$ cat src/rtl/fp8_mul_host_driver_if.sv
// Bus bundle between system logic, the fp8 multiplier host driver and the
// multiplier pins.
//   in_valid/in_ready/op_a/op_b : operand pair handshake (system -> driver)
//   res_valid/res_ready/res_data: product handshake (driver -> system)
//   busy                        : driver has a transaction in flight
//   dut_io_in                   : driver -> device pins {data[3:0], ctrl[2:0], pclk}
//   dut_io_out                  : device -> driver product pins
// master: the environment (system logic plus device); slave: the driver.
interface fp8_mul_host_driver_if;
  logic       in_valid;
  logic       in_ready;
  logic [7:0] op_a;
  logic [7:0] op_b;
  logic       res_valid;
  logic       res_ready;
  logic [7:0] res_data;
  logic       busy;
  logic [7:0] dut_io_in;
  logic [7:0] dut_io_out;

  modport master (
    output in_valid, op_a, op_b, res_ready, dut_io_out,
    input  in_ready, res_valid, res_data, busy, dut_io_in
  );

  modport slave (
    input  in_valid, op_a, op_b, res_ready, dut_io_out,
    output in_ready, res_valid, res_data, busy, dut_io_in
  );
endinterface

$ cat src/rtl/fp8_mul_host_driver.sv
// Host-side driver for the fp8 multiplier nibble-load pin interface.
// Takes an operand pair, writes it to the device as four nibble stores with a
// generated pin clock, lets the combinational product settle, samples it and
// hands it back over a valid/ready handshake.
// Ports:
//   clk  : system clock, rising edge
//   rst  : synchronous active-high reset
//   bus  : slave side of fp8_mul_host_driver_if (handshakes, busy, device pins)
// Parameters:
//   DIV    : system cycles per pin-clock half period (>=1)
//   SETTLE : cycles the pins sit idle-low after the last write before sampling (>=1)
module fp8_mul_host_driver #(
  parameter int DIV    = 2,
  parameter int SETTLE = 4
) (
  input  logic                 clk,
  input  logic                 rst,
  fp8_mul_host_driver_if.slave bus
);

  localparam int CNT_MAX = (DIV > SETTLE) ? DIV : SETTLE;
  localparam int CW      = $clog2(CNT_MAX + 1);

  localparam logic [CW-1:0] DIV_LAST    = CW'(DIV - 1);
  // Pins are registered, so they reach the idle value one cycle after WAIT
  // is entered; counting to SETTLE (not SETTLE-1) gives the device a full
  // SETTLE cycles of idle pins before the product is sampled.
  localparam logic [CW-1:0] SETTLE_LAST = CW'(SETTLE);

  localparam logic [7:0] PIN_IDLE = 8'h02;

  typedef enum logic [2:0] {IDLE, LOW, HIGH, WAIT, DONE} state_t;

  state_t        state_q, state_d;
  logic [CW-1:0] cnt_q, cnt_d;
  logic [1:0]    nib_q, nib_d;
  logic [7:0]    a_q, b_q;
  logic [7:0]    res_q;
  logic [7:0]    pin_q, pin_d;
  logic          accept;
  logic          sample;
  logic [3:0]    nib_data;
  logic [2:0]    nib_ctrl;

  // Next-state logic
  always_comb begin
    state_d = state_q;
    cnt_d   = cnt_q;
    nib_d   = nib_q;
    accept  = 1'b0;
    sample  = 1'b0;
    case (state_q)
      IDLE: begin
        if (bus.in_valid) begin
          accept  = 1'b1;
          state_d = LOW;
          cnt_d   = '0;
          nib_d   = 2'd0;
        end
      end
      LOW: begin
        if (cnt_q == DIV_LAST) begin
          cnt_d   = '0;
          state_d = HIGH;
        end else begin
          cnt_d = cnt_q + CW'(1);
        end
      end
      HIGH: begin
        if (cnt_q == DIV_LAST) begin
          cnt_d = '0;
          if (nib_q == 2'd3) begin
            state_d = WAIT;
          end else begin
            nib_d   = nib_q + 2'd1;
            state_d = LOW;
          end
        end else begin
          cnt_d = cnt_q + CW'(1);
        end
      end
      WAIT: begin
        if (cnt_q == SETTLE_LAST) begin
          sample  = 1'b1;
          cnt_d   = '0;
          state_d = DONE;
        end else begin
          cnt_d = cnt_q + CW'(1);
        end
      end
      DONE: begin
        if (bus.res_ready) state_d = IDLE;
      end
      default: state_d = IDLE;
    endcase
  end

  // Nibble n: bit0 of n picks the half, bit1 picks the operand.
  always_comb begin
    nib_data = 4'h0;
    case (nib_q)
      2'd0: nib_data = a_q[3:0];
      2'd1: nib_data = a_q[7:4];
      2'd2: nib_data = b_q[3:0];
      2'd3: nib_data = b_q[7:4];
      default: nib_data = 4'h0;
    endcase
    // ctrl = {half, operand, store_n}
    nib_ctrl = {nib_q[0], nib_q[1], 1'b0};
  end

  // Data/ctrl only change on entry to LOW, so every data change coincides
  // with pclk low and the device rising edge always sees stable data.
  always_comb begin
    pin_d = PIN_IDLE;
    case (state_q)
      LOW:     pin_d = {nib_data, nib_ctrl, 1'b0};
      HIGH:    pin_d = {nib_data, nib_ctrl, 1'b1};
      default: pin_d = PIN_IDLE;
    endcase
  end

  always_ff @(posedge clk) begin
    if (rst) begin
      state_q <= IDLE;
      cnt_q   <= '0;
      nib_q   <= 2'd0;
      a_q     <= 8'h00;
      b_q     <= 8'h00;
      res_q   <= 8'h00;
      pin_q   <= PIN_IDLE;
    end else begin
      state_q <= state_d;
      cnt_q   <= cnt_d;
      nib_q   <= nib_d;
      pin_q   <= pin_d;
      if (accept) begin
        a_q <= bus.op_a;
        b_q <= bus.op_b;
      end
      if (sample) res_q <= bus.dut_io_out;
    end
  end

  assign bus.in_ready  = (state_q == IDLE);
  assign bus.busy      = (state_q != IDLE);
  assign bus.res_valid = (state_q == DONE);
  assign bus.res_data  = res_q;
  assign bus.dut_io_in = pin_q;

endmodule
$ cat src/flat_wrapper.sv
// flat-port wrapper written by rule: the top's interface ports become plain ports
module fp8_mul_host_driver_flat 
#(
  parameter int DIV    = 2,
  parameter int SETTLE = 4
)
  (clk, rst, bus_in_valid, bus_op_a, bus_op_b, bus_res_ready, bus_dut_io_out, bus_in_ready, bus_res_valid, bus_res_data, bus_busy, bus_dut_io_in);
  fp8_mul_host_driver_if bus_i ();
  input  logic clk;
  input  logic rst;
  input wire logic [$bits(bus_i.in_valid)-1:0] bus_in_valid;
  input wire logic [$bits(bus_i.op_a)-1:0] bus_op_a;
  input wire logic [$bits(bus_i.op_b)-1:0] bus_op_b;
  input wire logic [$bits(bus_i.res_ready)-1:0] bus_res_ready;
  input wire logic [$bits(bus_i.dut_io_out)-1:0] bus_dut_io_out;
  output wire logic [$bits(bus_i.in_ready)-1:0] bus_in_ready;
  output wire logic [$bits(bus_i.res_valid)-1:0] bus_res_valid;
  output wire logic [$bits(bus_i.res_data)-1:0] bus_res_data;
  output wire logic [$bits(bus_i.busy)-1:0] bus_busy;
  output wire logic [$bits(bus_i.dut_io_in)-1:0] bus_dut_io_in;
  assign bus_i.in_valid = bus_in_valid;
  assign bus_i.op_a = bus_op_a;
  assign bus_i.op_b = bus_op_b;
  assign bus_i.res_ready = bus_res_ready;
  assign bus_i.dut_io_out = bus_dut_io_out;
  assign bus_in_ready = bus_i.in_ready;
  assign bus_res_valid = bus_i.res_valid;
  assign bus_res_data = bus_i.res_data;
  assign bus_busy = bus_i.busy;
  assign bus_dut_io_in = bus_i.dut_io_in;
  fp8_mul_host_driver #(.DIV(DIV), .SETTLE(SETTLE)) u_core (.clk(clk), .rst(rst), .bus(bus_i));
endmodule
$ cat config.mk
export PLATFORM = sky130hd
export DESIGN_NAME = fp8_mul_host_driver_flat
export DESIGN_NICKNAME = d
export VERILOG_FILES = /design/src/rtl/fp8_mul_host_driver_if.sv /design/src/rtl/fp8_mul_host_driver.sv /design/src/flat_wrapper.sv
export SDC_FILE = /design/constraint.sdc
export NUM_CORES = 1
export LEC_CHECK = 0
export ABC_CLOCK_PERIOD_IN_PS = 1480
export CAP_MARGIN = 10
export CORE_MARGIN = 2
export CORE_UTILIZATION = 43
export DETAILED_ROUTE_END_ITERATION = 8
export PLACE_DENSITY = 0.75
export SYNTH_ARGS = -nofsm -noshare
export SYNTH_HDL_FRONTEND = slang
export SYNTH_SLANG_ARGS = --single-unit
$ cat constraint.sdc
create_clock -name clk -period 1.48 [get_ports clk]
set_input_delay 0.222 -clock clk [delete_from_list [all_inputs] [get_ports clk]]
set_output_delay 0.222 -clock clk [all_outputs]
set_load 0.02 [all_outputs]
-- Word-level counts from Yosys, hierarchy flattened
Cells that the tools add are included.
- input port bits: 28
- register bits: 40
- output and inout bits: 19
- reduce and logical (&&, ||, !) cells: 9
- mux-type cells: 21
- $add $sub $neg: 2
- eq/ne operators: 15
- operators with widths (kind ; number):
    two-way mux 3 bit ; 8
    one-hot mux 4 bit (4 select lines) ; 1
    one-hot mux 8 bit (2 select lines) ; 1
    one-hot mux 3 bit (5 select lines) ; 1
    one-hot mux 3 bit (3 select lines) ; 1
    two-way mux 2 bit ; 4
    == test 3 x 1 -> 1 bit (second input constant) ; 2
    == test 3 x 2 -> 1 bit (second input constant) ; 2
    == test 3 bit (second input constant) ; 2
    inequality test 2 x 1 -> 1 bit (second input constant) ; 3
    inequality test 2 bit (second input constant) ; 3
    nonzero test 3 bit ; 2
    AND reduction 5 bit ; 1
    == test 2 bit (second input constant) ; 2
    two-way mux 1 bit ; 4
    one-hot mux 2 bit (2 select lines) ; 1
    AND reduction 4 bit ; 1
    adder 3 x 1 -> 3 bit (second input constant) ; 1
    logical NOT 3 bit ; 1
    adder 2 x 1 -> 2 bit (second input constant) ; 1
    == test 2 x 1 -> 1 bit (second input constant) ; 1
    logical NOT 2 bit ; 1
    AND reduction 2 bit ; 1
    nonzero test 2 bit ; 1
    OR reduction 2 bit ; 1

-- Logic depth before layout (Yosys ltp)
- word-level depth: 4
- gate-level depth with buffers: 7
- depth with buffers taken out: 6

-- Worst setup path after synthesis
No wires, ideal clock.
- path kind: reg-to-reg
- from: register u_core.state_q[2]
- to: register u_core.a_q[5]
- stages on the path, launching flop included: 6
- slack: 0.012 ns
- data arrival time: 1.336 ns
- cell sequence: dfxtp_1 > nor3_2 > nand2_1 > clkbuf_1 > nand2_1 > a21oi_1
- longest elaborated chain between the ends: 2
- ends and longest elaborated chain (what ; line ; RTL):
    start, declared ; fp8_mul_host_driver.sv:34 ; state_t state_q, state_d;
    start signal, assigned ; fp8_mul_host_driver.sv:133 ; state_q <= state_d;
    logical NOT 3 bit ; n/a ;
    named net bus_in_ready ; flat_wrapper.sv:16 ; output wire logic [$bits(bus_i.in_ready)-1:0] bus_in_ready;
    two-way mux 1 bit ; fp8_mul_host_driver.sv:52 ; case (state_q)
    end signal, assigned ; fp8_mul_host_driver.sv:138 ; a_q <= bus.op_a;
    end, declared ; fp8_mul_host_driver.sv:37 ; logic [7:0] a_q, b_q;
The timed path passes the listed nets, and every way through them passes these cells.
A chain may end at the register's enable or synchronous reset.

-- Final worst setup path
- from: register u_core.cnt_q[0]
- to: register u_core.cnt_q[2]
- longest elaborated chain between the ends: 3
- elaborated cells between the ends (all ways): 6
- ends and longest elaborated chain (what ; line ; RTL):
    start, declared ; fp8_mul_host_driver.sv:35 ; logic [CW-1:0] cnt_q, cnt_d;
    start signal, assigned ; fp8_mul_host_driver.sv:134 ; cnt_q <= cnt_d;
    adder 3 x 1 -> 3 bit (tied with other cells) ; fp8_mul_host_driver.sv:66, fp8_mul_host_driver.sv:79, fp8_mul_host_driver.sv:88 ;
    two-way mux 3 bit (on tied branches) ; fp8_mul_host_driver.sv:83, fp8_mul_host_driver.sv:62, fp8_mul_host_driver.sv:70 ;
    one-hot mux 3 bit (3 select lines) * ; fp8_mul_host_driver.sv:52 ;
Every way passes the cells marked *; elsewhere a longest branch is shown, timed or not.

==> metrics.cfg <==
[yosys]
syn_inst=195
synth_fp_nets=230
syn_area_um2=1720
synth_warnings=0
synth_top_cell_by_area=dfxtp_1
synth.distinct_cells=37
syn_area_per_cell_um2=8.83
yosysSeqAreaShare=0.465
synth_top_cell_area_share=0.465
synthTopCellsByArea=dfxtp_1 (47%), nand2_1 (8.7%), a21oi_1 (7.0%)
ys_ff_latch=40

[status]
violations=negative setup slack
status=complete, but fails checks

[finish]
final_layout_size_suffix_gt1_frac=0.198
final_cell_area_um2=2550
area_growth_pct=47.9
fill_cells=312
regArea_um2=807
antenna_cells=0
multiInputGateArea_um2=868
finalNetCount=291

[route]
antenna_left=0
vias=1534
dr.pass1.iters=4
wl_um=3750
drc_errors=0
drt-initial-drc-count=119
routed_via_density=5.03
wl_per_cell_um=12.3

[pwr]
p_int_mw=1.97
switching_share=0.239
power_frac_clock=0.372
p_per_area_nw_per_um2=1020
p_leak_nw=1.05
vdd_ir_drop_max_mv=0.581
combinationalPowerShare=0.175
p_seq_frac=0.453
total_power_mw=2.59
power_switching_mw=0.619

[worst_hold_path]
min_path_type=reg2reg
whs_path_depth=2
min_from=u_core.a_q[5]
hold_end=u_core.a_q[5]

[clocking]
hold_buffers=0
htreeDepth=2
root_buffer=clkbuf_8
clkLatencyLatePin_ns=0.29
cts.sinks=40
clk_pin_slew_ns=0.08
cts_tree=done
cts.path.max_buffers=2
cts_inserted_buffers=5

[setup_path]
r2r-start=u_core.cnt_q[0]
crit_required_ns=1.70
rrSetupSlack_ns=-0.04
endpoint_kind=flip-flop
reg2reg_depth=7
crit_fanout=3
critical_path_arrival_ns=1.74
start_kind=flip-flop
worst-setup-path-type=reg2reg
r2r_end=u_core.cnt_q[2]

[die]
die_y_um=67.3
num_rows=22
die_w_um=67.3
core_um2=3740
initial_core_util=0.460
dieArea_um2=4530
boundaryPins=47

[place]
preCtsSetupSlack_ns=-0.127
finalWeightedCongestion=0.826
placedInstanceArea_um2=2330
portBuffers=46
dp_hpwl_um=2550

[sta]
setup_viol=7
fin_skew_ns=0.00510
finalHoldViolCount=0
timing.fmax_mhz=658
fin_ws_ns=-0.0392
finalCriticalPeriod_ns=1.52
rsz0062_at_grt=yes
slew_viol_final=0
max-slew-margin-rel=0.729
worstMarginPinSlew_ns=0.406
period_share=1.03

[global_routing]
grt_pass1_vias=1362
antenna_found_initial=0
grt_max_degree=32
grt_use_total=0.176
grt_overflow=0
grt_pass1_wl_um=5980

[job]
cap_violations=0

## cells by family after synthesis
logic type,count (synthesis),share of synthesized area
adder cells (fa/ha/maj),7,0.0509
AND/OR/NAND/NOR,85,0.229
multiplexers,11,0.0640
flip-flops,40,0.465
AO/OA/AOI/OAI,34,0.133
XOR/XNOR,1,0.00509
buffers and inverters,17,0.0530
## state kept, by name (all words and copies together) (netlist names)
register              count
u_core.nib_q              2
u_core.b_q                8
u_core.a_q                8
u_core.cnt_q              3
u_core.bus.dut_io_in      8
u_core.state_q            3
u_core.bus.res_data       8
## worst max path at each step
| stage | startpoint | to | slack, ns | depth (start not counted) |
|---|---|---|---|---|
| after floorplan | u_core.state_q[2] | u_core.a_q[5] | 0.01 | 5 |
| after global placement | bus_in_valid | u_core.state_q[1] | -0.07 | 5 |
| after detailed placement | u_core.cnt_q[0] | u_core.cnt_q[2] | -0.13 | 6 |
| after CTS | u_core.cnt_q[0] | u_core.bus.res_data[3] | -0.05 | 7 |
| after global routing | u_core.cnt_q[1] | u_core.state_q[1] | -0.14 | 6 |
| final | u_core.cnt_q[0] | u_core.cnt_q[2] | -0.04 | 7 |
## area by class of cell
class | instances | share of cell area
Tap cell | 48 | 0.0236
Inverter | 6 | 0.00885
Clock inverter | 1 | 0.0118
Sequential cell | 40 | 0.317
Multi-Input combinational cell | 138 | 0.341
Clock buffer | 7 | 0.0378
Timing Repair Buffer | 65 | 0.260
## through the flow
| stage | instances | TNS (ns) | hold WS, ns | utilization |
|---|---|---|---|---|
| global placement | 294 | -0.163 | 0.442 | 0.623 |
| detailed placement | 294 | -0.694 | 0.447 | 0.623 |
| CTS | 305 | -0.211 | 0.456 | 0.673 |
| floorplan | 195 | 0 | 0.358 | - |
| finish | 305 | -0.129 | 0.457 | 0.680 |
| global route | 305 | -0.960 | 0.472 | 0.680 |
## placed cells by master, fill, tap and decap left out, drive strengths merged, types with 2 or more instances in the layout
cell	instances
nand2	40
dfxtp	40
clkdlybuf4s50	36
nor2	24
a21oi	24
buf	18
mux2i	11
clkbuf	10
ha	7
dlymetal6s2s	6
inv	6
a222oi	4
nor3	3
nor2b	3
and2	2
nand3b	2
o21ai	2
or2	2
## synthesized netlist by cell type
cell type / n
nand4bb_1: 1
a2111oi_4: 1
nand3b_1: 2
and2_1: 2
nor3_1: 2
nor4_1: 1
and4_4: 1
o311ai_2: 1
inv_2: 1
nand3_1: 1
a21oi_1: 24
ha_1: 7
buf_4: 1
o21ai_0: 2
a22oi_1: 1
nor3_2: 1
dfxtp_1: 40
inv_1: 5
buf_1: 1
or2_1: 1
o211ai_1: 1
xor2_1: 1
nand2b_1: 1
nand4b_1: 1
or3b_1: 1
buf_2: 1
buf_6: 3
a222oi_1: 4
mux2i_1: 11
clkbuf_1: 5
nor2b_2: 1
nand4_1: 1
nor2b_1: 2
or2_2: 1
nor2_1: 24
and3b_1: 1
nand2_1: 40
## per-layer routing
metal	share of wire	global-route usage	vias up
li1	-	-	778
met1	0.43	0.225	698
met2	0.47	0.270	51
met3	0.073	0.0483	7
met4	0.024	0.0918	0
met5	0	0	-
## what timing repair did
action,CTS,global route
pin swaps,5,4
resized for setup,17,18
endpoints found under the setup margin,17,24
cloned,1,0
setup buffers,2,0
## critical path: stages, from the launching register on
cell and delay (ns):
dfxtp_2 0.35, inv_2 0.05, ha_2 0.17, and4_4 0.19, buf_4 0.14, a2111oi_4 0.25, nand4bb_1 0.17, a21oi_2 0.14
## power by group through the flow
stage	clock [mW]	combinational, mW	sequential (mW)
floorplan	0	0.241	1.19
global placement	0	0.436	1.19
detailed placement	0	0.442	1.19
CTS	0.982	0.448	1.17
global route	1.03	0.492	1.18
finish	0.963	0.451	1.17
Note: power is estimated with default switching activity, not from simulation.
